## config.mk

```make
export PLATFORM = sky130hd
export DESIGN_NAME = hw_trace_accumulator
export DESIGN_NICKNAME = d
export VERILOG_FILES = /design/src/rtl/hw_trace_accumulator.sv
export SDC_FILE = /design/constraint.sdc
export NUM_CORES = 1
export LEC_CHECK = 0
export ABC_CLOCK_PERIOD_IN_PS = 2400
export CELL_PAD_IN_SITES_DETAIL_PLACEMENT = 0
export CELL_PAD_IN_SITES_GLOBAL_PLACEMENT = 1
export CORE_MARGIN = 3
export CORE_UTILIZATION = 49
export DETAILED_ROUTE_END_ITERATION = 16
export DONT_BUFFER_PORTS = 1
export PLACE_DENSITY_LB_ADDON = 0.1
export SYNTH_ARGS = -nofsm -noshare
export SYNTH_HDL_FRONTEND = slang
export SYNTH_SLANG_ARGS = --single-unit
```

## constraint.sdc

```tcl
create_clock -name clk -period 2.4 [get_ports clk]
set_input_delay 0.48 -clock clk [delete_from_list [all_inputs] [get_ports clk]]
set_output_delay 0.48 -clock clk [all_outputs]
set_load 0.02 [all_outputs]
```

## src/rtl/hw_trace_accumulator.sv

```systemverilog
// Accumulates WINDOW Hamming-weight samples into sum/max/error results,
// then holds the result until the consumer takes it.
module hw_trace_accumulator #(
  parameter int WINDOW = 16,
  parameter int ACC_W  = 8
) (
  input  logic             clk,
  input  logic             rst,
  input  logic             clear,
  input  logic             in_valid,
  output logic             in_ready,
  input  logic [3:0]       hamming_sum,
  output logic             out_valid,
  input  logic             out_ready,
  output logic [ACC_W-1:0] trace_sum,
  output logic [3:0]       trace_max,
  output logic             sample_err,
  output logic [15:0]      window_count
);

  localparam int IDX_W = $clog2(WINDOW + 1);
  localparam logic [IDX_W-1:0] LAST_IDX = IDX_W'(WINDOW - 1);

  typedef enum logic {ACCUM, HOLD} state_t;

  state_t           state_q, state_d;
  logic             live_q;
  logic [ACC_W-1:0] sum_q, sum_d, tsum_q, tsum_d;
  logic [3:0]       max_q, max_d, tmax_q, tmax_d;
  logic             err_q, err_d, terr_q, terr_d;
  logic [IDX_W-1:0] idx_q, idx_d;
  logic [15:0]      wcnt_q, wcnt_d;

  logic [3:0]       samp, new_max;
  logic             over, in_hs, out_hs;
  logic [ACC_W-1:0] new_sum;

  // live_q keeps in_ready low while reset is held, rising on the first edge after.
  assign in_ready     = live_q && (state_q == ACCUM);
  assign out_valid    = (state_q == HOLD);
  assign in_hs        = in_valid && in_ready;
  assign out_hs       = out_valid && out_ready;
  assign trace_sum    = tsum_q;
  assign trace_max    = tmax_q;
  assign sample_err   = terr_q;
  assign window_count = wcnt_q;

  assign over    = hamming_sum > 4'd8;
  assign samp    = over ? 4'd8 : hamming_sum;
  assign new_sum = sum_q + ACC_W'(samp);
  assign new_max = (samp > max_q) ? samp : max_q;

  always_comb begin
    state_d = state_q;
    sum_d   = sum_q;
    max_d   = max_q;
    err_d   = err_q;
    idx_d   = idx_q;
    tsum_d  = tsum_q;
    tmax_d  = tmax_q;
    terr_d  = terr_q;
    wcnt_d  = wcnt_q;
    if (clear) begin
      state_d = ACCUM;
      sum_d   = '0;
      max_d   = '0;
      err_d   = 1'b0;
      idx_d   = '0;
    end else if (in_hs) begin
      sum_d = new_sum;
      max_d = new_max;
      err_d = err_q | over;
      idx_d = idx_q + 1'b1;
      if (idx_q == LAST_IDX) begin
        tsum_d  = new_sum;
        tmax_d  = new_max;
        terr_d  = err_q | over;
        state_d = HOLD;
      end
    end else if (out_hs) begin
      state_d = ACCUM;
      sum_d   = '0;
      max_d   = '0;
      err_d   = 1'b0;
      idx_d   = '0;
      wcnt_d  = wcnt_q + 16'd1;
    end
  end

  always_ff @(posedge clk or posedge rst) begin
    if (rst) begin
      state_q <= ACCUM;
      live_q  <= 1'b0;
      sum_q   <= '0;
      max_q   <= '0;
      err_q   <= 1'b0;
      idx_q   <= '0;
      tsum_q  <= '0;
      tmax_q  <= '0;
      terr_q  <= 1'b0;
      wcnt_q  <= '0;
    end else begin
      state_q <= state_d;
      live_q  <= 1'b1;
      sum_q   <= sum_d;
      max_q   <= max_d;
      err_q   <= err_d;
      idx_q   <= idx_d;
      tsum_q  <= tsum_d;
      tmax_q  <= tmax_d;
      terr_q  <= terr_d;
      wcnt_q  <= wcnt_d;
    end
  end

endmodule

```

==> results of run 1 <==
[how the worst max path moves through the flow]
stage | start | to | slack, ns | depth (start not counted)
finish | hamming_sum[0] | trace_sum[7] | 0.45 | 6
global route | max_q[2] | max_q[1] | 0.37 | 6
CTS | hamming_sum[0] | trace_sum[7] | 0.48 | 6
detailed placement | hamming_sum[0] | trace_sum[7] | 0.16 | 6
global placement | hamming_sum[0] | max_q[2] | 0.26 | 6
floorplan | hamming_sum[1] | trace_sum[7] | 0.42 | 6
[layout make-up]
class / count / share of cell area, %
inverters: 8 / 1.10
flip-flops and latches: 49 / 44.7
repair buffers: 14 / 3.83
clock buffers: 5 / 2.51
clock inverters: 1 / 0.183
well taps: 67 / 3.06
multi-input cells: 181 / 44.6
[power by group]
part | internal, mW | leakage (nW) | total [mW] | switching [mW]
sequential | 0.833 | 0.680 | 0.841 | 0.00746
combinational | 0.0486 | 0.648 | 0.132 | 0.0832
clock | 0.192 | 0.0399 | 0.433 | 0.241
total | 1.07 | 1.37 | 1.41 | 0.332
[cell usage after synthesis (all sizes together)]
| cell type | count |
|---|---|
| and4bb | 1 |
| o211a | 1 |
| o21a | 3 |
| clkbuf | 2 |
| nand4 | 3 |
| a22o | 5 |
| a31oi | 4 |
| o211ai | 2 |
| dfrtp | 49 |
| o21bai | 2 |
| and3 | 5 |
| nand2b | 1 |
| o21ai | 17 |
| nor2 | 10 |
| o31ai | 1 |
| a211oi | 5 |
| nor2b | 5 |
| inv | 8 |
| nand4bb | 1 |
| nor4 | 2 |
| xnor2 | 12 |
| nor3b | 1 |
| a221o | 4 |
| o31a | 2 |
| a41oi | 1 |
| fa | 1 |
| a21o | 5 |
| nand2 | 36 |
| conb | 1 |
| a21oi | 6 |
| xor2 | 8 |
| and4 | 1 |
| nand3b | 1 |
| mux2 | 1 |
| nand3 | 14 |
| nor3 | 6 |
| and2 | 2 |
| buf | 5 |
| ha | 11 |
[sequential cells by signal, summed over array words and instances, names as in the netlist]
signal	flops
err_q	1
idx_q	5
live_q	1
max_q	4
out_valid	1
sample_err	1
sum_q	8
trace_max	4
trace_sum	8
window_count	16
[per-stage QoR]
step	total power [mW]	hold slack [ns]
after global routing	1.48	0.0436
after global placement	0.988	0.352
after floorplan	0.945	0.450
after detailed placement	0.990	0.360
final	1.41	0.0330
after CTS	1.43	0.0305
[routing by layer]
| metal | part of all wire (%) | GRT usage (%) |
|---|---|---|
| met2 | 48 | 31.2 |
| met3 | 5.6 | 4.64 |
| met1 | 44 | 24.2 |
| met4 | 1.5 | 6.76 |
| met5 | 0 | 0 |
[logic make-up after synthesis]
logic type | share of synthesized area [%]
other | 0.149
AOI/OAI and AO/OA | 15.9
xor gates and xnor gates | 6.98
muxes | 0.448
buffers and inverters | 2.49
adders and majority gates | 6.28
and+or+nand+nor | 18.9
DFF | 48.8
==> results.toml, run 1 <==
[outcome]
status = "finished clean"

[finish]
final_util_pct = 56.5
final_cell_mix = "49 x dfrtp_1, 36 x nand2_1, 15 x o21ai_0"
regArea_um2 = 1230
nets = 280
multi_input_area_um2 = 1220
area_growth_pct = 9.17
stdcell_count = 325
num_antenna_cells = 0
num-fill-cells = 427
fin_area_um2 = 2740
layout-drive-gt1-share_pct = 9.69
layout_commonest_cell = "dfrtp_1"

[power]
leakage_nw = 1.37
power.density_nw_per_um2 = 513
vdd_drop_max_mv = 0.206

[yosys]
ys_seq_elements = 49
syn_inst = 245
netlist.area_leader.share_pct = 48.8
ys_seq_area_share_pct = 48.8
mappedNetlistArea_um2 = 2510
synth_nets = 266
synthesis.yosys.warnings = 0
yosysTopAreaCell = "dfrtp_1"
avgSynthCellArea_um2 = 10.2
synth.distinct_cells = 41
ys_top_cells_by_area = "dfrtp_1 49%, ha_1 5.5%, nand2_1 5.4%, xnor2_1 4.2%, o21ai_0 3.0%"

[setup_path]
critPathLaunchType = "primary input"
path_cells = "nor2b_1, ha_1, a211oi_1, o21bai_1, a41oi_1, o31a_1"
critPathMaxStageDelay_ns = 0.47
criticalPathCategory = "primary input to flop"
reg2reg_from = "sum_q[1]"
critPathArrivalTime_ns = 2.13
cp_slowest_cell = "o21bai_1"
worst_setup_path_end_kind = "flop"
crit_family = "compound AO/OA/AOI/OAI gates"
rr_worst_depth = 5
r2r_slack_ns = 0.51
r2r-end = "trace_sum[7]"
critPathRequiredTime_ns = 2.58
crit_buf_inv = 0
critical_path.max_fanout = 8

[timing]
fin_crit_sh_pct = 81.3
fin_skew_ns = 0.00669
rsz0062_at_grt = "false"
clock.fmax_mhz = 512
fin_ws_ns = 0.448
tightest_slew_ns = 0.585
fin_setup_tns_ns = 0
fin_crit_ns = 1.95
setup_viol = 0
relSlewSlack_pct = 60.8
finalHoldViolCount = 0
drv_slew = 0

[placed_design]
dpl-instance-area_um2 = 2670
dp_hpwl_mm = 4.09
portBuffers = 0
placed_cells = 319
routabilityCongestion = 0.839
place_ws_ns = 0.161

[cts]
cts-buffers-inserted = 5
htree_levels = 2
cts-root-buf = "clkbuf_8"
cts_setup_buffers = 0
cts_hold_buf = 0
clk_path_buf_depth = 2
clkLatencyLatePin_ns = 0.29
cts-resized-gates = 0
cts.sink_count = 49
cts_tree = "yes"
clk_pin_slew_worst_paths_ns = 0.08

[global_routing]
grt_pass1_wl_mm = 9.10
grt_pass1_vias = 1846
grt_max_degree = 21
grt-ovfl-total = 0
track_usage_pct = 19.0
grt_antenna_before_repair = 0

[floorplan]
core.rowCount = 25
core_area_um2 = 4850
start_util_pct = 51.8
io_pins = 40
dieArea_um2 = 6020
die_h_um = 77.6
die_x_um = 77.6

[routing]
drc_errors = 0
drtAntennaViolNets = 0
drt_iter0_drc = 108
viasPerCell = 5.69
wl_per_cell_um = 16.4
wl_mm = 5.32
vias = 1849
firstDrtPassIters = 4

[hold_path]
hold_class = "primary input to asynchronous set/reset pin"

[run]
maxCapViolCount = 0
Power figures use the tool's default switching activity.
==> inputs of run 2 (changes only) <==
ABC_CLOCK_PERIOD_IN_PS = 1600   (was 2400)
CORE_UTILIZATION = 44   (was 49)
clock period = 1.6 ns   (was 2.4 ns; I/O delays follow)
==> run 2 against run 1 <==
Compared with the run above: the run now ends with negative setup slack left; combinational power increased to 2.7 times the previous value; count of clock-buffer cells in the layout increased by 1; highest routed layer unchanged; largest cell class is now multi-input combinational cells; critical path type is now flop to flop; critical path depth unchanged; global-route usage about the same; register-to-register slack got worse by 0.62 ns; worst hold slack improved by 0.12 ns; cell count increased by 14%.
==> results.toml, run 2 (synthesis gave the netlist of run 1 again) <==
[setup_path]
path_cells = "ha_4, fa_2, a21o_1, o21a_2, o21bai_1, a22o_1"
worst_setup_path_end_kind = "flop"
critical_path.max_fanout = 3
r2r_slack_ns = -0.11
critPathRequiredTime_ns = 1.85
criticalPathCategory = "flop to flop"
critPathMaxStageDelay_ns = 0.43
crit_buf_inv = 0
critPathArrivalTime_ns = 1.96
critPathLaunchType = "flop"
cp_slowest_cell = "dfrtp_1"
crit_family = "compound AO/OA/AOI/OAI gates"

[routing]
vias = 1998
drc_errors = 0
drtAntennaViolNets = 0
wl_per_cell_um = 15.7
drt_iter0_drc = 114
wl_mm = 5.81
viasPerCell = 5.41
firstDrtPassIters = 4

[global_routing]
grt_antenna_before_repair = 0
track_usage_pct = 19.0
grt_max_degree = 50
grt-ovfl-total = 0
grt_pass1_wl_mm = 9.63
grt_pass1_vias = 1942

[power]
power.density_nw_per_um2 = 707
leakage_nw = 1.65
total_power_mw = 2.39
vdd_drop_max_mv = 0.407

[timing]
finalHoldViolCount = 0
fin_crit_ns = 1.71
fin_skew_ns = 0.00607
drv_slew = 0
rsz0062_at_grt = "true"
setup_viol = 9
clock.fmax_mhz = 584
fin_crit_sh_pct = 107
fin_ws_ns = -0.113

[finish]
area_growth_pct = 34.5
num_antenna_cells = 0
largest_reg_flops = 16
stdcell_count = 369
nets = 319
final_cell_mix = "47 x dfrtp_1, 43 x buf_4, 36 x nand2_1"
layout_commonest_cell = "dfrtp_1"
layout-drive-gt1-share_pct = 35.1

[floorplan]
io_pins = 40
die_x_um = 81.5
core.rowCount = 26
die_h_um = 81.5
core_area_um2 = 5300
start_util_pct = 47.4
dieArea_um2 = 6650

[cts]
clk_pin_slew_worst_paths_ns = 0.09
clk_path_buf_depth = 2
cts-root-buf = "clkbuf_8"
cts.sink_count = 49
cts-buffers-inserted = 5
cts_tree = "yes"
clkLatencyLatePin_ns = 0.30
htree_levels = 2

[placed_design]
placed_cells = 358
dp_hpwl_mm = 4.16
portBuffers = 0
routabilityCongestion = 0.811

[outcome]
status = "finished with violations"
violations = "negative setup slack"

[hold_path]
hold_class = "primary input to flop"

[run]
maxCapViolCount = 0
-- run 2: changes by cell type in the layout (fill, tap and decap cells not counted), moves of 4 or more --
cell,before,now
buf_6,0,5
ha_4,0,5
a211oi_1,5,0
o21ai_0,15,6
nor2b_1,5,1
o21ai_2,0,4
ha_1,11,5
buf_12,0,4
o21ai_1,2,7
buf_4,14,43
-- run 2: worst paths after layout --
path | from | endpoint | cells after the start
hold / removal | hamming_sum[3] | trace_max[3] | 2
max in group asynchronous | rst | sum_q[1] | 3
hold reg to reg | idx_q[4] | idx_q[4] | 2
setup / recovery | sum_q[0] | sum_q[6] | 6
min in group asynchronous | rst | window_count[11] | 3
setup reg to reg | sum_q[0] | sum_q[6] | 6
-- run 2: power breakdown --
part	leakage [nW]	internal, mW	switching (mW)	total [mW]
combinational	0.920	0.175	0.176	0.352
clock	0.0512	0.351	0.425	0.776
sequential	0.677	1.25	0.0108	1.26
-- run 2: area by class of cell --
class | count | area, um2
repair buffers | 53 | 469
clock inverters | 2 | 13.8
clock buffers | 6 | 82.6
inverters | 8 | 30.0
multi-input cells | 181 | 1470
fillers | 439 | 1930
flip-flops and latches | 49 | 1230
well taps | 70 | 87.6
-- run 2: repair_timing --
action | CTS | global route
cloned | 0 | 0
pin swaps | 4 | 15
hold buffers | 1 | 0
endpoints found under the hold margin | 49 | 0
endpoints found under the setup margin | 16 | 27
setup buffers | 0 | 2
gates resized for setup | 11 | 35
-- run 2: metal layers --
metal | GRT usage, % | vias to the layer above | part of all wire (%)
li1 | - | 976 | -
met4 | 5.57 | 0 | 0.52
met3 | 4.17 | 2 | 5.5
met1 | 26.3 | 971 | 45
met5 | 0 | - | 0
met2 | 29.7 | 49 | 49
-- run 2: worst reg2reg max path, stage by stage (launching register included) --
cell and delay [ns]:
dfrtp_1 0.43, ha_4 0.18, fa_2 0.33, a21o_1 0.20, o21a_2 0.24, o21bai_1 0.13
a22o_1 0.14
-- run 2: through the flow --
step / setup slack [ns] / setup TNS, ns / util [%] / hold slack (ns) / cell area, um2
detailed placement: -0.121 / -1.24 / 57.9 / 0.274 / 3070
floorplan: -0.0319 / -0.161 / - / 0.450 / 2590
CTS: -0.112 / -0.482 / 60.9 / 0.143 / 3230
finish: -0.113 / -0.528 / 63.7 / 0.149 / 3380
global route: -0.172 / -1.33 / 63.7 / 0.128 / 3380
global placement: -0.123 / -1.04 / 57.9 / 0.274 / 3070
==> inputs of run 3 (changes only) <==
GPL_TIMING_DRIVEN = 0   (was default)
==> run 3 against run 2 <==
Compared with the run above: the run still ends with negative setup slack left; combinational power fell by 6.8%; critical path type unchanged; cell area down 4.4%; register-to-register slack about the same; worst hold slack improved by 0.019 ns; die area unchanged; maximum frequency rose by 0.55%; sequential cell count did not move.
==> results.toml, run 3 (synthesis gave the netlist of run 1 again) <==
[cts]
cts-buffers-inserted = 5
cts_tree = "yes"
clk_pin_slew_worst_paths_ns = 0.09
cts-root-buf = "clkbuf_8"
clkLatencyLatePin_ns = 0.30
htree_levels = 2
cts.sink_count = 49
clk_path_buf_depth = 2

[hold_path]
hp-start = "hamming_sum[3]"
hold_class = "primary input to flop"

[floorplan]
core_area_um2 = 5300
die_x_um = 81.5
start_util_pct = 47.4
core.rowCount = 26
dieArea_um2 = 6650
die_h_um = 81.5
io_pins = 40

[timing]
finalHoldViolCount = 0
clock.fmax_mhz = 587
rsz0062_at_grt = "true"
fin_ws_ns = -0.103
fin_crit_ns = 1.70
setup_viol = 9
fin_skew_ns = 0.00745
fin_crit_sh_pct = 106
drv_slew = 0

[setup_path]
critPathMaxStageDelay_ns = 0.42
worst_setup_path_end_kind = "flop"
path_cells = "ha_4, fa_2, a21o_1, o21a_1, xnor2_2, o21ai_1"
critPathRequiredTime_ns = 1.79
cp_slowest_cell = "dfrtp_1"
critPathArrivalTime_ns = 1.90
critPathLaunchType = "flop"
critical_path.max_fanout = 3
crit_start = "sum_q[0]"
crit_buf_inv = 0
criticalPathCategory = "flop to flop"
reg2reg_from = "sum_q[0]"
crit_family = "adder cells"

[routing]
drtAntennaViolNets = 0
viasPerCell = 5.57
vias = 1934
wl_mm = 5.96
drt_iter0_drc = 109
firstDrtPassIters = 4
wl_per_cell_um = 17.2
drc_errors = 0

[finish]
layout-drive-gt1-share_pct = 32.9
final_cell_mix = "40 x dfrtp_1, 34 x nand2_1, 19 x buf_4"
final_util_pct = 60.9
largest_reg_flops = 16
fin_area_um2 = 3230
nets = 297
num_antenna_cells = 0
layout_commonest_cell = "dfrtp_1"
area_growth_pct = 28.6

[placed_design]
dp_hpwl_mm = 4.03
portBuffers = 0
routabilityCongestion = 0.744
dpl-instance-area_um2 = 2700

[power]
share_seq_of_total_power_pct = 54.5
p_int_mw = 1.72
switching_power_mw = 0.600
leakage_nw = 1.50
power.density_nw_per_um2 = 718
swShare_pct = 25.9
vdd_drop_max_mv = 0.377
clock_power_share_pct = 31.3
combPwrFrac_pct = 14.2

[run]
maxCapViolCount = 0

[global_routing]
grt-ovfl-total = 0
track_usage_pct = 18.6
grt_antenna_before_repair = 0
grt_max_degree = 38
grt_pass1_wl_mm = 9.55
grt_pass1_vias = 1903

[outcome]
status = "finished with violations"
violations = "negative setup slack"
## run 3: cell types whose count changed in the layout (fill, tap and decap cells not counted), sizes merged
cell	change
buf	-24
clkbuf	+3
clkinv	-2
clkinvlp	+1
## run 3: metal layers
layer / track usage (%) / vias to the layer above / routed length (um)
met4: 6.42 / 0 / 85
li1: - / 940 / -
met5: 0 / - / 0
met3: 3.62 / 7 / 248
met1: 26.8 / 951 / 2880
met2: 28.0 / 36 / 2740
## run 3: area by class of cell
| class | instances | area [um2] |
|---|---|---|
| repair buffers | 24 | 223 |
| flip-flops and latches | 49 | 1240 |
| fillers | 453 | 2070 |
| clock inverters | 1 | 7.51 |
| clock buffers | 7 | 76.3 |
| well taps | 70 | 87.6 |
| inverters | 8 | 30.0 |
| multi-input cells | 181 | 1520 |
| plain buffers | 7 | 47.5 |
## run 3: power groups by stage
| stage | clock, mW | sequential, mW | combinational [mW] |
|---|---|---|---|
| after floorplan | 0 | 1.28 | 0.153 |
| after global placement | 0 | 1.29 | 0.196 |
| after detailed placement | 0 | 1.29 | 0.204 |
| after CTS | 0.746 | 1.26 | 0.249 |
| after global routing | 0.803 | 1.26 | 0.356 |
| final | 0.725 | 1.26 | 0.328 |
## run 3: worst reg2reg max path: stages (launching register included)
cell     delay, ns
dfrtp_1       0.42
ha_4          0.18
fa_2          0.34
a21o_1        0.19
o21a_1        0.23
xnor2_2       0.17
o21ai_1       0.07
## run 3: what timing repair did
item | CTS | global route
hold endpoints to repair | 12 | 0
setup endpoints to repair | 37 | 31
gates resized for setup | 24 | 45
setup buffers | 8 | 14
pin swaps | 3 | 22
hold buffers | 1 | 0
## run 3: per-stage QoR
step | TNS (ns) | std cells | hold WS [ns] | power (mW) | setup slack (ns)
4_1_cts | -0.508 | 333 | 0.159 | 2.26 | -0.0946
5_1_grt | -1.67 | 347 | 0.160 | 2.42 | -0.206
6_report | -0.633 | 347 | 0.168 | 2.32 | -0.103
3_3_place_gp | -27.68 | 315 | 0.460 | 1.48 | -0.459
2_1_floorplan | -0.161 | 245 | 0.450 | 1.44 | -0.0319
3_5_place_dp | -5.77 | 316 | 0.178 | 1.49 | -0.309
## run 3: path summary, 6_finish.rpt
check                                       end  slack (ns)  cells after the start
worst min register to register         idx_q[2]        0.51                      1
worst min-delay path                   max_q[3]        0.17                      1
worst max-delay path               trace_sum[6]       -0.10                      6
min in group asynchronous             out_valid        0.42                      2
worst max register to register     trace_sum[6]       -0.10                      6
max in group asynchronous       window_count[4]        0.68                      3
